## config.mk

```make
export PLATFORM = sky130hd
export DESIGN_NAME = result_capture
export DESIGN_NICKNAME = d
export VERILOG_FILES = /design/src/rtl/result_capture_pkg.sv /design/src/rtl/capture_fifo_mem.sv /design/src/rtl/result_capture.sv
export SDC_FILE = /design/constraint.sdc
export NUM_CORES = 1
export LEC_CHECK = 0
export BUFFER_PORTS_ARGS = -buffer_cell sky130_fd_sc_hd__buf_2
export CAP_MARGIN = 20
export CORE_AREA = 2 2 84 86
export CTS_CLUSTER_SIZE = 24
export DETAILED_ROUTE_END_ITERATION = 10
export DIE_AREA = 0 0 86 88
export PLACE_DENSITY = 0.8
export SYNTH_ARGS = -nofsm -noshare
export SYNTH_HDL_FRONTEND = slang
export SYNTH_SLANG_ARGS = --single-unit
```

## constraint.sdc

```tcl
create_clock -name clk -period 4.2 [get_ports clk]
set_clock_uncertainty 0.15 [all_clocks]
set_input_delay 0.21 -clock clk [delete_from_list [all_inputs] [get_ports clk]]
set_output_delay 0.21 -clock clk [all_outputs]
set_load 0.05 [all_outputs]
```

## src/rtl/result_capture_pkg.sv

```systemverilog
// ============================================================================
// result_capture_pkg -- shared occupancy-state encoding and default sizes
// Revision: 1.0
// ============================================================================
`default_nettype none

package result_capture_pkg;

    localparam int unsigned DEFAULT_WIDTH = 8;
    localparam int unsigned DEFAULT_DEPTH = 8;

    typedef enum logic [1:0] {
        OCC_EMPTY   = 2'd0,
        OCC_PARTIAL = 2'd1,
        OCC_FULL    = 2'd2
    } occ_state_t;

endpackage

`default_nettype wire

```

## src/rtl/capture_fifo_mem.sv

```systemverilog
// ============================================================================
// capture_fifo_mem -- FIFO storage array with one write port and a registered
// read port; only the read register is reset, the array itself is not.
// Revision: 1.0
// ============================================================================
`default_nettype none

module capture_fifo_mem #(
    parameter int unsigned WIDTH = 8,
    parameter int unsigned DEPTH = 8
) (
    input  logic                     clk,
    input  logic                     rst,
    input  logic                     wr_en,
    input  logic [$clog2(DEPTH)-1:0] wr_addr,
    input  logic [WIDTH-1:0]         wr_data,
    input  logic                     rd_en,
    input  logic [$clog2(DEPTH)-1:0] rd_addr,
    output logic [WIDTH-1:0]         rd_data
);

    logic [WIDTH-1:0] r_mem [DEPTH];

    always_ff @(posedge clk) begin
        if (wr_en) begin
            r_mem[wr_addr] <= wr_data;
        end
    end

    // A read and write to the same slot in one cycle returns the old contents,
    // which is what a pop-while-full needs.
    always_ff @(posedge clk) begin
        if (rst) begin
            rd_data <= '0;
        end else if (rd_en) begin
            rd_data <= r_mem[rd_addr];
        end
    end

endmodule

`default_nettype wire

```

## src/rtl/result_capture.sv

```systemverilog
// ============================================================================
// result_capture -- captures a non-backpressured sample stream into a circular
// FIFO, tracking occupancy, a sticky overflow flag and a running checksum.
// Revision: 1.0
// ============================================================================
`default_nettype none

module result_capture
    import result_capture_pkg::*;
#(
    parameter int unsigned WIDTH = DEFAULT_WIDTH,
    parameter int unsigned DEPTH = DEFAULT_DEPTH
) (
    input  logic                   clk,
    input  logic                   rst,
    input  logic                   validi,
    input  logic [WIDTH-1:0]       data_in,
    input  logic                   clr,
    input  logic                   rd_en,
    output logic [WIDTH-1:0]       rd_data,
    output logic                   rd_valid,
    output logic                   empty,
    output logic                   full,
    output logic [$clog2(DEPTH):0] count,
    output logic                   overflow,
    output logic [WIDTH-1:0]       checksum
);

    localparam int unsigned AW = $clog2(DEPTH);
    localparam int unsigned CW = AW + 1;

    occ_state_t      r_state;
    occ_state_t      w_state_nxt;
    logic [AW-1:0]   r_wr_ptr;
    logic [AW-1:0]   r_rd_ptr;
    logic [CW-1:0]   r_count;
    logic [CW-1:0]   w_count_nxt;
    logic            r_overflow;
    logic [WIDTH-1:0] r_checksum;
    logic            r_rd_valid;
    logic            w_pop;
    logic            w_push;
    logic            w_drop;

    // A clear cycle ignores every other input, so it gates pop/push here too.
    always_comb begin
        w_pop  = rd_en && (r_state != OCC_EMPTY) && !clr;
        w_push = validi && ((r_state != OCC_FULL) || w_pop) && !clr;
        w_drop = validi && (r_state == OCC_FULL) && !w_pop && !clr;

        w_count_nxt = r_count;
        if (w_push && !w_pop) begin
            w_count_nxt = r_count + CW'(1);
        end else if (w_pop && !w_push) begin
            w_count_nxt = r_count - CW'(1);
        end

        w_state_nxt = OCC_PARTIAL;
        if (w_count_nxt == '0) begin
            w_state_nxt = OCC_EMPTY;
        end else if (w_count_nxt == CW'(DEPTH)) begin
            w_state_nxt = OCC_FULL;
        end
    end

    always_ff @(posedge clk) begin
        if (rst || clr) begin
            r_state    <= OCC_EMPTY;
            r_wr_ptr   <= '0;
            r_rd_ptr   <= '0;
            r_count    <= '0;
            r_overflow <= 1'b0;
            r_checksum <= '0;
            r_rd_valid <= 1'b0;
        end else begin
            r_state    <= w_state_nxt;
            r_count    <= w_count_nxt;
            r_rd_valid <= w_pop;
            // Power-of-two depth lets the pointers wrap by natural overflow.
            if (w_push) begin
                r_wr_ptr   <= r_wr_ptr + AW'(1);
                r_checksum <= r_checksum + data_in;
            end
            if (w_pop) begin
                r_rd_ptr <= r_rd_ptr + AW'(1);
            end
            if (w_drop) begin
                r_overflow <= 1'b1;
            end
        end
    end

    capture_fifo_mem #(
        .WIDTH (WIDTH),
        .DEPTH (DEPTH)
    ) u_mem (
        .clk     (clk),
        .rst     (rst),
        .wr_en   (w_push),
        .wr_addr (r_wr_ptr),
        .wr_data (data_in),
        .rd_en   (w_pop),
        .rd_addr (r_rd_ptr),
        .rd_data (rd_data)
    );

    assign rd_valid = r_rd_valid;
    assign empty    = (r_state == OCC_EMPTY);
    assign full     = (r_state == OCC_FULL);
    assign count    = r_count;
    assign overflow = r_overflow;
    assign checksum = r_checksum;

endmodule

`default_nettype wire

```

; ---- After elaboration in Yosys (flattened, before gate mapping)
; Memories as Yosys holds them, arrays and structs flattened. A register that Yosys moved wholly into a read port is not among the register bits.
; Cells that the tools add are included.
[classes]
mux = 5
n_reduce_logical = 18
eq_ne = 3
add_sub_neg = 5
[op_table]
columns = operator, n
row1 = $logic_and 1x1->1, 9
row2 = $add 8x8->8, 1
row3 = $mux 4, 2
row4 = $add 3x1->3 const B, 2
row5 = $add 4x1->4 const B, 1
row6 = $eq 4x4->1 const B, 1
row7 = $logic_not 4->1, 1
row8 = $sub 4x1->4 const B, 1
row9 = $logic_not 1->1, 3
row10 = $eq 2x2->1 const B, 1
row11 = $logic_not 2->1, 1
row12 = $logic_or 1x1->1, 2
row13 = $mux 1, 2
row14 = $mux 2, 1
row15 = $ne 2x2->1 const B, 1
row16 = $reduce_bool 2->1, 1
row17 = $reduce_or 2->1, 1
[word_totals]
regBits = 22
inputBits = 13
wordCells = 39
ramBits = 64
output_inout_bits = 24
n_memories = 1
[memory_table]
columns = name, depth, word_bits, rd, rd_clocked_by_memory_dff, wr, line_no
row1 = u_mem.r_mem, 8, 8, 1, 1, 1, capture_fifo_mem.sv:22  ; logic [WIDTH-1:0] r_mem [DEPTH];

; ---- Depth between registers and ports, before layout
[logic_depth]
depth_word = 12
ltp_mapped = 8
ltp_nobuf = 8

; ---- Hierarchy
; A second synthesis with hierarchy kept.
[unflattened]
hier_cells = 301
hier_area_um2 = 4065.1
[modules_own_cells]
columns = mod, area_per_inst_um2, instances, seq_area_each_um2, cells_each
row1 = capture_fifo_mem, 2812.7, 1, 2082.0, 162
row2 = result_capture, 1252.5, 1, 440.4, 139

; ---- Worst setup path after synthesis
; OpenSTA, ideal clock, no wires.
[synth_path]
path_type = register to register
from = register r_state[0]
to = memory u_mem.r_mem[1][0], enable pin
stages_incl_launch_ff = 6
arrival_ns = 1.991
required_time_ns = 3.652
path_slack_ns = 1.661
setup_time_ns = 0.398
path_buffers = 2
synth_period_minus_slack_ns = 2.539
path_cell_list = dfxtp_1 -> nor2b_1 -> buf_6 -> a21o_1 -> buf_6 -> nor4b_1
[synth_via]
elab_chain_cells = 8
elab_cells_between_ends = 9
classes_between = 1 x eq/ne / 2 x mux / 6 x reduce/logical
[synth_rtl]
columns = element, line_no
row1 = from (decl), result_capture.sv:32  ; occ_state_t r_state;
row2 = from (signal assigned), result_capture.sv:76  ; r_state <= w_state_nxt;
row3 = $reduce_bool 2->1, result_capture.sv:47  ; w_pop = rd_en && (r_state != OCC_EMPTY) && !clr;
row4 = $logic_and 1x1->1 (2 in series), result_capture.sv:47
row5 = $logic_or 1x1->1 *, result_capture.sv:48  ; w_push = validi && ((r_state != OCC_FULL) || w_pop) && !clr;
row6 = $logic_and 1x1->1 * (2 in series), result_capture.sv:48
row7 = $mux 1 *, capture_fifo_mem.sv:25  ; if (wr_en) begin
row8 = $mux 1 (implied by the code) *, capture_fifo_mem.sv:26  ; r_mem[wr_addr] <= wr_data;
row9 = to (decl), capture_fifo_mem.sv:22
; Every way passes the cells marked *; elsewhere a longest branch is shown, timed or not.

; ---- Worst setup path after layout
[layout_path]
from = register r_state[0]
to = memory u_mem.r_mem[6][3], enable pin
; The elaborated chain is that of the path after synthesis.

==> flow_summary.json <==
{
  "synthArstFlopShare": 0,
  "worst_r2r_path_depth": 4,
  "io_buffers": 36,
  "relSlewSlack": 0.318,
  "fillers": 472,
  "ys_seq_elements": 94,
  "worst_slack_ns": 1.61,
  "finalMaxSlewViolations": 0,
  "drcViolationCount": 0,
  "r2r-start": "r_state[0]$_SDFF_PP0_",
  "end_kind": "register",
  "cts_resized": 0,
  "holdWs_ns": 0.0301,
  "ys_dominant_reg_cell": "edfxtp_1",
  "cts_setup_buffers": 0,
  "start_util": 0.596,
  "syn-cell-area_um2": 3960,
  "syn_nets": 293,
  "die_w_um": 86,
  "synth_cells": 268,
  "synth_top_cells_by_area": "edfxtp_1 (49%), dfxtp_1 (15%), mux4_2 (9.1%)",
  "drt_iter0_drc": 145,
  "clock_path_buffers": 2,
  "area_delta_synth_final_pct": 11.9,
  "htreeDepth": 3,
  "grt_max_degree": 20,
  "num_rows": 30,
  "setup_viol": 0,
  "fin_nets": 336,
  "p_per_area_nw_per_um2": 375,
  "antenna_cells": 0,
  "cp-start-kind": "register",
  "place.gp.congestion": 0.770,
  "final_hold_viol_count": 0,
  "yosysWarnings": 0,
  "critPathArrivalTime_ns": 2.41,
  "drt-total-wl_um": 7430,
  "synth_area_leader_cell": "edfxtp_1",
  "power.leakage_nw": 1.52,
  "tightest_slew_ns": 1.02,
  "grt_use_total": 0.215,
  "synth_top_area_frac": 0.485,
  "min_to": "u_mem.rd_data[6]$_SDFFE_PP0P_",
  "first_pass_iters": 4,
  "period_minus_slack_ns": 2.59,
  "ys_seq_area_frac": 0.637,
  "critPathMaxFanout": 10,
  "status": "finished, final reports clean",
  "drive_gt1_frac": 0.256,
  "dr_total_vias": 2349,
  "r2r_slack_ns": 1.61,
  "pre_cts_slack_ns": 1.48,
  "period_share": 0.616,
  "cp.required_ns": 4.02,
  "cts_tree": "done",
  "wl_per_cell_um": 18.8,
  "die_area_um2": 7570,
  "pin_count": 37,
  "vias_per_cell": 5.93,
  "synth-edff-count": 64,
  "grt_setup_unrepaired": "no",
  "min_from": "rst",
  "critical_path_class": "reg -> reg",
  "antenna_left": 0,
  "synth_cell_types": 47,
  "grt_pass1_wl_um": 11900,
  "clockRootBuffer": "clkbuf_8",
  "clkLatencyLatePin_ns": 0.36,
  "overflow": 0,
  "core-area_um2": 6640,
  "reg2reg_to": "u_mem.r_mem[6][3]$_DFFE_PP_",
  "antenna_found_initial": 0,
  "cts_num_sinks": 94,
  "cts-buffers-inserted": 9,
  "setup-tns-final_ns": 0,
  "hold_buffers": 1,
  "max-cap-violations": 0,
  "syn_area_per_cell_um2": 14.8,
  "die_h_um": 88,
  "hpwl_um": 5040,
  "max_clock_freq_mhz": 387,
  "clkTransAtPathRegs_ns": 0.09,
  "min_path_type": "in -> reg",
  "hold_depth": 2,
  "irDropWorstVdd_v": 0.000207,
  "grt_pass1_vias": 2290
}
## cells in the final DEF, fill, tap and decap left out, drive strengths merged, types with 3 or more instances in the layout
cell       n
a211oi    11
clkbuf    14
mux2i     11
o21a       4
buf       41
xnor2      5
nor4b      3
mux4      16
nand2     16
nor2      24
a21oi     11
nor3       7
o21ai      3
ha        11
dfxtp     30
xor2       4
inv        6
clkinvlp   4
edfxtp    64
## metal layers
metal | track usage | vias up | wire length, um
met2 | 0.349 | 72 | 3750
met3 | 0.0500 | 14 | 388
met4 | 0.0765 | 0 | 146
li1 | - | 1108 | -
met1 | 0.289 | 1155 | 3150
met5 | 0 | - | 0
## logic make-up after synthesis
group,count (synthesis),share of synthesized area
AND/OR/NAND/NOR,66,0.0840
multiplexers,27,0.119
flip-flops,94,0.637
buffers and inverters,18,0.0246
adder cells (fa/ha/maj),12,0.0398
XOR/XNOR,9,0.0199
AO/OA/AOI/OAI,42,0.0761
## worst max-delay path by stage
stage / cells past startpoint / to / start / slack (ns)
finish: 4 / u_mem.r_mem[6][3]$_DFFE_PP_ / r_state[0]$_SDFF_PP0_ / 1.61
global placement: 4 / u_mem.r_mem[4][2]$_DFFE_PP_ / r_state[0]$_SDFF_PP0_ / 1.63
detailed placement: 4 / u_mem.r_mem[5][0]$_DFFE_PP_ / r_state[0]$_SDFF_PP0_ / 1.48
CTS: 4 / u_mem.r_mem[5][2]$_DFFE_PP_ / r_state[0]$_SDFF_PP0_ / 1.47
global route: 4 / u_mem.r_mem[6][3]$_DFFE_PP_ / r_state[0]$_SDFF_PP0_ / 1.37
floorplan: 5 / u_mem.r_mem[1][0]$_DFFE_PP_ / r_state[0]$_SDFF_PP0_ / 1.66
## where the power goes
part	leakage (nW)	switching (mW)	internal (mW)
clock	0.0800	0.307	0.252
combinational	0.618	0.0693	0.0338
sequential	0.821	0.00629	0.996
total	1.52	0.383	1.28
## cell usage after synthesis, types with 3 or more instances
cell type	n
a211oi_1	10
a21oi_1	10
buf_1	3
buf_2	3
buf_6	3
dfxtp_1	30
edfxtp_1	64
ha_1	11
inv_1	6
mux2i_1	11
mux4_2	16
nand2_1	16
nor2_1	23
nor3_1	6
o21a_1	4
xnor2_1	5
xor2_1	4
## sequential cells by signal, summed over array words and instances (netlist names)
| name | cells |
|---|---|
| r_rd_ptr | 3 |
| rd_valid | 1 |
| u_mem.r_mem | 64 |
| overflow | 1 |
| r_wr_ptr | 3 |
| u_mem.rd_data | 8 |
| count | 4 |
| checksum | 8 |
| r_state | 2 |
## per-stage QoR
stage	cells	area (um2)	utilization	total power [mW]
floorplan	268	3960	-	1.09
global placement	375	4190	0.631	1.12
detailed placement	375	4190	0.631	1.12
CTS	392	4390	0.660	1.67
global route	396	4430	0.667	1.72
finish	396	4430	0.667	1.66
## area by class of cell
class / count / area (um2) / area share
multi-input cells: 156 / 1340 / 0.303
repair buffers: 44 / 260 / 0.0587
clock buffers: 12 / 156 / 0.0353
flip-flops and latches: 94 / 2520 / 0.569
inverters: 6 / 22.5 / 0.00508
clock inverters: 4 / 30.0 / 0.00677
well taps: 80 / 100 / 0.0226
## critical path, cell delays in order (launching register included)
cell and delay (ns):
dfxtp_1 0.43, nor2b_1 0.16, a21oi_2 0.42, nand2_1 0.18, nor3b_1 0.87
No activity file was read; power rests on OpenSTA's default activity.
